[src/rtl/regfile_write_arbiter_pkg.sv]
// Shared constants and helpers for the register-file write arbiter and the register file.
// Defaults here must stay in step with the register file's own WIDTH/ADDR_WIDTH.
package regfile_write_arbiter_pkg;

  localparam int unsigned DEFAULT_WIDTH      = 8;
  localparam int unsigned DEFAULT_ADDR_WIDTH = 5;

  // Ceiling log2 for n >= 2; used to size requester indices.
  function automatic int unsigned clog2(input int unsigned n);
    int unsigned r;
    r = 0;
    while ((32'd1 << r) < n) r++;
    return r;
  endfunction

  function automatic int unsigned wrap_inc(input int unsigned idx, input int unsigned n);
    return (idx + 32'd1 >= n) ? 32'd0 : idx + 32'd1;
  endfunction

endpackage

[src/rtl/regfile_write_arbiter_picker.sv]
// Round-robin priority picker: finds the first set mask bit at or after i_start,
// wrapping modulo N. Purely combinational.
module rr_priority_picker #(
  parameter int unsigned N     = 4,
  parameter int unsigned IDX_W = 2
) (
  input  logic [N-1:0]     i_mask,
  input  logic [IDX_W-1:0] i_start,
  output logic             o_found,
  output logic [IDX_W-1:0] o_idx
);

  localparam logic [IDX_W:0] N_L = (IDX_W+1)'(N);

  // One extra bit holds start+k before the modulo-N fold (max 2N-2).
  always_comb begin
    logic [IDX_W:0] w_sum;
    w_sum   = '0;
    o_found = 1'b0;
    o_idx   = '0;
    for (int unsigned k = 0; k < N; k++) begin
      w_sum = {1'b0, i_start} + (IDX_W+1)'(k);
      if (w_sum >= N_L) w_sum = w_sum - N_L;
      if (!o_found && i_mask[w_sum[IDX_W-1:0]]) begin
        o_found = 1'b1;
        o_idx   = w_sum[IDX_W-1:0];
      end
    end
  end

endmodule

[src/rtl/regfile_write_arbiter.sv]
// Shares the two register-file write ports among N_REQ requesters: up to two
// round-robin grants per cycle, never two to the same address, registered outputs.
module regfile_write_arbiter
  import regfile_write_arbiter_pkg::*;
#(
  parameter  int unsigned N_REQ      = 4,
  parameter  int unsigned WIDTH      = DEFAULT_WIDTH,
  parameter  int unsigned ADDR_WIDTH = DEFAULT_ADDR_WIDTH,
  localparam int unsigned IDX_W      = clog2(N_REQ)
) (
  input  logic                        clk,
  input  logic                        reset_n,
  input  logic                        hold,
  input  logic [N_REQ-1:0]            req_valid,
  input  logic [N_REQ*ADDR_WIDTH-1:0] req_addr,
  input  logic [N_REQ*WIDTH-1:0]      req_data,
  output logic [N_REQ-1:0]            req_ready,
  output logic                        rf_ce,
  output logic                        rf_en,
  output logic [1:0]                  rf_we,
  output logic [ADDR_WIDTH-1:0]       rf_waddress1,
  output logic [WIDTH-1:0]            rf_wdata1,
  output logic [ADDR_WIDTH-1:0]       rf_waddress2,
  output logic [WIDTH-1:0]            rf_wdata2,
  output logic [IDX_W-1:0]            rr_ptr
);

  logic [ADDR_WIDTH-1:0] w_addr [N_REQ];
  logic [WIDTH-1:0]      w_data [N_REQ];

  for (genvar g = 0; g < N_REQ; g++) begin : g_unpack
    assign w_addr[g] = req_addr[g*ADDR_WIDTH +: ADDR_WIDTH];
    assign w_data[g] = req_data[g*WIDTH +: WIDTH];
  end

  logic [N_REQ-1:0]      w_mask1;
  logic [N_REQ-1:0]      w_mask2;
  logic                  w_found1;
  logic                  w_found2;
  logic [IDX_W-1:0]      w_pick1;
  logic [IDX_W-1:0]      w_pick2;
  logic [IDX_W-1:0]      w_start2;
  logic [IDX_W-1:0]      w_ptr_nxt;
  logic                  w_grant1;
  logic                  w_grant2;

  logic [IDX_W-1:0]      r_ptr;
  logic [1:0]            r_we;
  logic                  r_en;
  logic                  r_ce;
  logic [ADDR_WIDTH-1:0] r_addr1;
  logic [WIDTH-1:0]      r_data1;
  logic [ADDR_WIDTH-1:0] r_addr2;
  logic [WIDTH-1:0]      r_data2;

  assign w_mask1 = (reset_n && !hold) ? req_valid : '0;

  rr_priority_picker #(.N(N_REQ), .IDX_W(IDX_W)) u_pick1 (
    .i_mask  (w_mask1),
    .i_start (r_ptr),
    .o_found (w_found1),
    .o_idx   (w_pick1)
  );

  // The second scan must stop before rr_ptr, but every valid requester between
  // rr_ptr and pick1 was already rejected by pick 1, so a full wrap is equivalent.
  always_comb begin
    w_mask2 = '0;
    for (int unsigned i = 0; i < N_REQ; i++)
      w_mask2[i] = w_mask1[i] && (IDX_W'(i) != w_pick1) && (w_addr[i] != w_addr[w_pick1]);
  end

  assign w_start2 = IDX_W'(wrap_inc(32'(w_pick1), N_REQ));

  rr_priority_picker #(.N(N_REQ), .IDX_W(IDX_W)) u_pick2 (
    .i_mask  (w_mask2),
    .i_start (w_start2),
    .o_found (w_found2),
    .o_idx   (w_pick2)
  );

  assign w_grant1 = w_found1;
  assign w_grant2 = w_found1 && w_found2;

  always_comb begin
    req_ready = '0;
    if (w_grant1) req_ready[w_pick1] = 1'b1;
    if (w_grant2) req_ready[w_pick2] = 1'b1;
  end

  always_comb begin
    w_ptr_nxt = r_ptr;
    if (w_grant2)      w_ptr_nxt = IDX_W'(wrap_inc(32'(w_pick2), N_REQ));
    else if (w_grant1) w_ptr_nxt = w_start2;
  end

  // Port 2 is only ever used alongside port 1, so |rf_we reduces to grant 1.
  always_ff @(posedge clk or negedge reset_n) begin
    if (!reset_n) begin
      r_ptr   <= '0;
      r_we    <= '0;
      r_en    <= 1'b0;
      r_ce    <= 1'b0;
      r_addr1 <= '0;
      r_data1 <= '0;
      r_addr2 <= '0;
      r_data2 <= '0;
    end else begin
      r_ce  <= 1'b1;
      r_ptr <= w_ptr_nxt;
      r_we  <= {w_grant2, w_grant1};
      r_en  <= w_grant1;
      if (w_grant1) begin
        r_addr1 <= w_addr[w_pick1];
        r_data1 <= w_data[w_pick1];
      end
      if (w_grant2) begin
        r_addr2 <= w_addr[w_pick2];
        r_data2 <= w_data[w_pick2];
      end
    end
  end

  assign rr_ptr       = r_ptr;
  assign rf_we        = r_we;
  assign rf_en        = r_en;
  assign rf_ce        = r_ce;
  assign rf_waddress1 = r_addr1;
  assign rf_wdata1    = r_data1;
  assign rf_waddress2 = r_addr2;
  assign rf_wdata2    = r_data2;

endmodule
[config.mk]
export PLATFORM = sky130hd
export DESIGN_NAME = regfile_write_arbiter
export DESIGN_NICKNAME = d
export VERILOG_FILES = /design/src/rtl/regfile_write_arbiter_pkg.sv /design/src/rtl/regfile_write_arbiter_picker.sv /design/src/rtl/regfile_write_arbiter.sv
export SDC_FILE = /design/constraint.sdc
export NUM_CORES = 1
export LEC_CHECK = 0
export CORE_ASPECT_RATIO = 2
export CORE_UTILIZATION = 40
export DETAILED_ROUTE_END_ITERATION = 10
export PLACE_DENSITY = 0.71
export SKIP_LAST_GASP = 1
export SYNTH_ARGS = -nofsm -noshare
export SYNTH_HDL_FRONTEND = slang
export SYNTH_SLANG_ARGS = --single-unit
[constraint.sdc]
create_clock -name clk -period 15.01 [get_ports clk]
set_input_delay 3.002 -clock clk [delete_from_list [all_inputs] [get_ports clk]]
set_output_delay 3.002 -clock clk [all_outputs]
set_load 0.1 [all_outputs]
== Yosys cells after proc, flatten, opt, wreduce, memory -nomap -nowiden ==
Index checks and enable logic that the tools add are counted.
Operators by class
  muxes and demuxes: 63
  bitwise gates (word level): 3
  add/subtract/negate cells: 16
  reductions and logical operators: 27
  equal/unequal tests: 7
  magnitude comparators: 24
Operators by type and width (count)
  2-bit 2-to-1 mux: 20
  8-bit binary-select mux with 2-bit select: 2
  8-bit 2-to-1 mux: 4
  3-bit >= comparator (second input constant): 10
  2-bit by 3-bit less-than comparator with 1-bit output (second input constant): 10
  5-bit binary-select mux with 2-bit select: 2
  5-bit 2-to-1 mux: 4
  5-bit != test: 4
  1-bit logical AND: 18
  1-bit 2-to-1 mux: 18
  1-bit binary-select mux with 2-bit select: 8
  2-bit by 1-bit subtractor with 2-bit output (second input constant): 8
  2-bit by 1-bit adder with 3-bit output (second input constant): 4
  2-bit by 2-bit adder with 3-bit output (second input constant): 4
  4-bit 2-to-1 mux: 3
  1-bit logical NOT: 7
  2-bit by 3-bit >= comparator with 1-bit output (second input constant): 2
  2-bit inverter with 3-bit output: 2
  1-bit demux with 2-bit select: 2
  2-bit by 1-bit >= comparator with 1-bit output (second input constant): 2
  2-bit != test (first input constant): 2
  4-bit bitwise OR: 1
  2-bit nonzero test: 2
  1-bit by 2-bit != test with 1-bit output (first input constant): 1
Storage, ports and cells
  input bits: 59
  output and inout port bits: 36
  register bits after elaboration: 32
  word-level logic and storage cells: 148

== Longest topological paths before layout ==
  depth after elaboration: 39
  mapped depth: 18
  gate-level depth less buffers: 14

== Hierarchy ==
Synthesis repeated with hierarchy kept, for this count alone.
Unflattened totals
  cell total of the unflattened synthesis: 237
  area total of the unflattened synthesis: 2762.6 um2
Modules (own cells, without submodules)
  regfile_write_arbiter: cells an instance 207, sequential area each 775.7 um2, area an instance 2607.5 um2, times used 1
  rr_priority_picker: cells an instance 15, sequential area each 0.0 um2, area an instance 77.6 um2, times used 2

== Worst setup path before layout ==
OpenSTA, ideal clock, no wires.
  path kind: input -> output
  from: in req_valid[2]
  to: out req_ready[2]
  setup slack: 4806 ps
  required time: 12008 ps
  data arrival time: 7202 ps
  stages on the path: 15
  cell sequence: nor2b_1 > o21a_1 > nor3_4 > inv_4 > clkbuf_1 > clkbuf_1 > ha_1 > nor3b_1 > o31a_1 > nor2_1 > a211oi_4 > buf_2 > ha_1 > a21oi_1 > nor2_1
On the way
  word-level cells in the longest chain between the ends: 37
  elaborated cells between the ends (all ways): 97
RTL lines
  start, declared: RTL line regfile_write_arbiter.sv:14  | input logic [N_REQ-1:0] req_valid,
  4-bit 2-to-1 mux *: RTL line regfile_write_arbiter.sv:56  | assign w_mask1 = (reset_n && !hold) ? req_valid : '0;
  parallel branches: the longest is 35 deep, another holds 1-bit binary-select mux with 2-bit select
  4-bit 2-to-1 mux *: RTL line regfile_write_arbiter.sv:88  | if (w_grant2) req_ready[w_pick2] = 1'b1;
  end, declared: RTL line regfile_write_arbiter.sv:17  | output logic [N_REQ-1:0] req_ready,
Every way passes the cells marked *. The select of a mux whose other input is x is not followed.

== Final worst setup path ==
  from: in reset_n
  to: out req_ready[2]
On the way
  word-level cells in the longest chain between the ends: 38
  elaborated cells between the ends (all ways): 98
RTL lines
  start, declared: RTL line regfile_write_arbiter.sv:12  | input logic reset_n,
  1-bit logical AND *: RTL line regfile_write_arbiter.sv:56
  4-bit 2-to-1 mux *: RTL line regfile_write_arbiter.sv:56
  parallel branches: the longest is 35 deep, another holds 1-bit binary-select mux with 2-bit select
  4-bit 2-to-1 mux *: RTL line regfile_write_arbiter.sv:88
Marks and branches as above.

==> impl_metrics.py <==
metrics = {
    "cts": {
        "cts_hold_buf": 0,
        "clk_pin_slew_ns": 0.05,
        "insertion_delay_ns": 0.27,
        "post_cts_buffers": 0,
        "cts_buffers": 5,
        "cts.path.max_buffers": 2,
        "cts_root_buf": "clkbuf_16",
        "tritoncts": "done",
        "htreeDepth": 2,
        "cts-resized-gates": 0,
        "cts.sinks": 31,
    },
    "yosys": {
        "syn_avg_cell_area_um2": 8.01,
        "synth_cell_types": 55,
        "ys.flop_type": "dfrtp_1",
        "synth_seq_cells": 31,
        "synth.cell_area_um2": 2960,
        "synth-edff-count": 0,
        "async_flop_share_pct": 100,
        "syn-instance-count": 370,
        "yosysSeqAreaShare_pct": 26.2,
        "synth_fp_nets": 437,
        "yosysWarningCount": 0,
    },
    "worst_setup_path": {
        "cp_slowest_cell": "clkdlybuf4s50_1",
        "crit_top_cell": "buf_4",
        "crit_type": "in -> out",
        "cp_max_fo": 33,
        "worst-path-buf-inv": 6,
        "crit_family": "buffers and inverters",
        "critPathArrivalTime_ns": 8.30,
        "cp.required_ns": 12.01,
        "worstSetupStartpointType": "primary input",
        "crit_chain": "clkdlybuf4s50_1 -> buf_4 -> nor2b_1 -> nand2_1 -> nor3_4 -> buf_4 -> inv_4 -> mux2i_4 -> xnor2_1 -> a221o_1 -> o31a_1 -> o2bb2ai_1 -> a211oi_4 -> buf_4 -> ha_1 -> a21oi_1 -> nor2_1 -> clkdlybuf4s50_1",
        "end_kind": "output pin",
        "cpPeakStageDelay_ns": 1.16,
    },
    "placed_design": {
        "dpl.hpwl_um": 7290,
        "port_buffers": 94,
        "finalWeightedCongestion": 0.878,
    },
    "power_and_ir_drop": {
        "ir_worst_vdd_uv": 109,
        "combPwrFrac_pct": 57.3,
        "p_leak_uw": 0.00178,
        "sw_frac_of_total_pct": 51.0,
        "p_sw_uw": 266,
        "p_per_area_nw_per_um2": 127,
        "p_seq_share_pct": 22.5,
        "finalPower_uw": 521,
        "power_frac_clock_pct": 20.2,
        "internal_power_uw": 255,
    },
    "drt": {
        "drt_iter0_drc": 165,
        "drcViolationCount": 0,
        "vias": 3138,
        "vias_per_cell": 5.76,
        "wire_per_inst_um": 17.6,
        "postRouteAntennaNets": 0,
        "drt-total-wl_um": 9570,
        "dr.pass1.iters": 4,
    },
    "timing": {
        "setup_viol": 0,
        "min_period_ns": 11.30,
        "slew_violations": 0,
        "finalCritPeriodShare_pct": 75.3,
        "grt_setup_unrepaired": "false",
        "slew_headroom_pct": 33.4,
        "setup_tns_ns": 0,
        "hold_violations": 0,
        "timing.hold.ws_ns": 0.481,
        "skew_ns": 0.00181,
        "max_freq_mhz": 88.5,
        "worst_slew_pin_slew_ns": 0.996,
    },
    "final_layout": {
        "area_delta_synth_final_pct": 38.2,
        "nNetsFinal": 519,
        "diodes": 0,
        "mostFrequentLayoutCells": "94 x clkdlybuf4s50_1, 50 x nand2_1, 46 x nor2_1",
        "utilization_pct": 56.8,
        "final_layout_size_suffix_gt1_share_pct": 7.51,
        "fillers": 680,
        "final_common_cell": "clkdlybuf4s50_1",
    },
    "global_route": {
        "track_usage_pct": 25.0,
        "grt_max_degree": 38,
        "grt_pass1_wl_um": 14900,
        "overflow": 0,
        "antenna_found_initial": 0,
        "grt_pass1_vias": 3067,
    },
    "run_status": {
        "status": "finished, final reports clean",
    },
    "min_path": {
        "hold_class": "reg -> reg",
    },
    "job": {
        "maxCapViolations": 0,
    },
    "floorplanning": {
        "row_count": 44,
        "die_w_um": 62.9,
        "start_util_pct": 41.1,
        "core_um2": 7210,
        "fp.dieH_um": 124,
        "ios": 95,
        "dieArea_um2": 7780,
    },
}
[Yosys cell counts (4+ instances only)]
library cell  instances  area share [%]
a21oi_1              17             2.9
a221oi_2             10             5.1
a31oi_1               4            0.84
and2_1                5             1.1
buf_2                 4            0.68
buf_4                 4             1.0
clkbuf_1             14             1.8
dfrtp_1              31              26
ha_1                  8             3.4
inv_1                 7            0.89
inv_2                 4            0.51
mux2i_1              36              12
nand2_1              50             6.3
nand2b_1              5             1.1
nand3_1              11             1.9
nor2_1               46             5.8
nor3b_1               4             1.0
o211ai_1              4             1.0
o21ai_0              29             4.9
o21ai_1               4            0.68
o31ai_1               4             1.0
xnor2_1              13             3.8
xor2_1                5             1.5
[worst min-delay path, delay by kind of cell, from the launching register on]
family | cells | cell delay (ns)
AOI/OAI and AO/OA | 1 | 0.06
DFF | 1 | 0.34
and+or+nand+nor | 1 | 0.05
[worst paths after layout]
check                      depth (start not counted)  slack, ns                     endpoint                      from
min in group asynchronous                          2       3.13     rf_wdata1[7]$_DFFE_PN0P_                   reset_n
hold / removal                                     2       0.48     rf_wdata1[7]$_DFFE_PN0P_  rf_wdata1[7]$_DFFE_PN0P_
setup / recovery                                  18       3.71                 req_ready[2]                   reset_n
max in group asynchronous                          2      11.57  rf_waddress2[3]$_DFFE_PN0P_                   reset_n
hold reg to reg                                    2       0.48     rf_wdata1[7]$_DFFE_PN0P_  rf_wdata1[7]$_DFFE_PN0P_
setup reg to reg                                  16      10.76        rr_ptr[1]$_DFFE_PN0P_     rr_ptr[1]$_DFFE_PN0P_
[power groups by stage]
stage / combinational, uW / sequential, uW / clock [uW]
2_1_floorplan: 83.7 / 249 / 0
3_3_place_gp: 296 / 118 / 0
4_1_cts: 299 / 117 / 106
3_5_place_dp: 298 / 118 / 0
6_report: 299 / 117 / 105
5_1_grt: 312 / 119 / 110
[cell type report]
type,count,area [um^2],area share (%)
sequential,31,776,18.9
timing repair buffer,99,978,23.9
multi-input combinational,303,2020,49.4
tap,92,115,2.81
inverter,12,47.5,1.16
clock buffer,8,156,3.82
[cells by family after synthesis]
family | after synthesis | share of synthesized area (%)
and+or+nand+nor | 138 | 21.1
AOI/OAI and AO/OA | 100 | 25.1
muxes | 38 | 13.3
buffers and inverters | 36 | 5.57
DFF | 31 | 26.2
xor gates and xnor gates | 18 | 5.32
adders and majority gates | 8 | 3.38
other | 1 | 0.127
[metrics by stage]
step / setup WS (ns) / instance area (um^2) / cells
4_1_cts: 3.73 / 4100 / 545
3_5_place_dp: 3.73 / 3940 / 537
3_3_place_gp: 3.85 / 3940 / 537
6_report: 3.71 / 4100 / 545
5_1_grt: 3.38 / 4100 / 545
2_1_floorplan: 4.81 / 2960 / 370
[state kept, by name (all words and copies together) (netlist names)]
name          flops
rf_waddress2      5
rr_ptr            2
rf_wdata2         8
rf_waddress1      5
rf_wdata1         8
rf_we             2
rf_ce             1
[layer usage]
| metal | vias up | share of wire (%) | global-route usage, % |
|---|---|---|---|
| li1 | 1486 | - | - |
| met1 | 1511 | 36 | 25.2 |
| met2 | 113 | 56 | 47.8 |
| met3 | 28 | 3.4 | 2.11 |
| met4 | 0 | 5.1 | 16.7 |
| met5 | - | 0 | 0 |
Power figures use the tool's default switching activity.
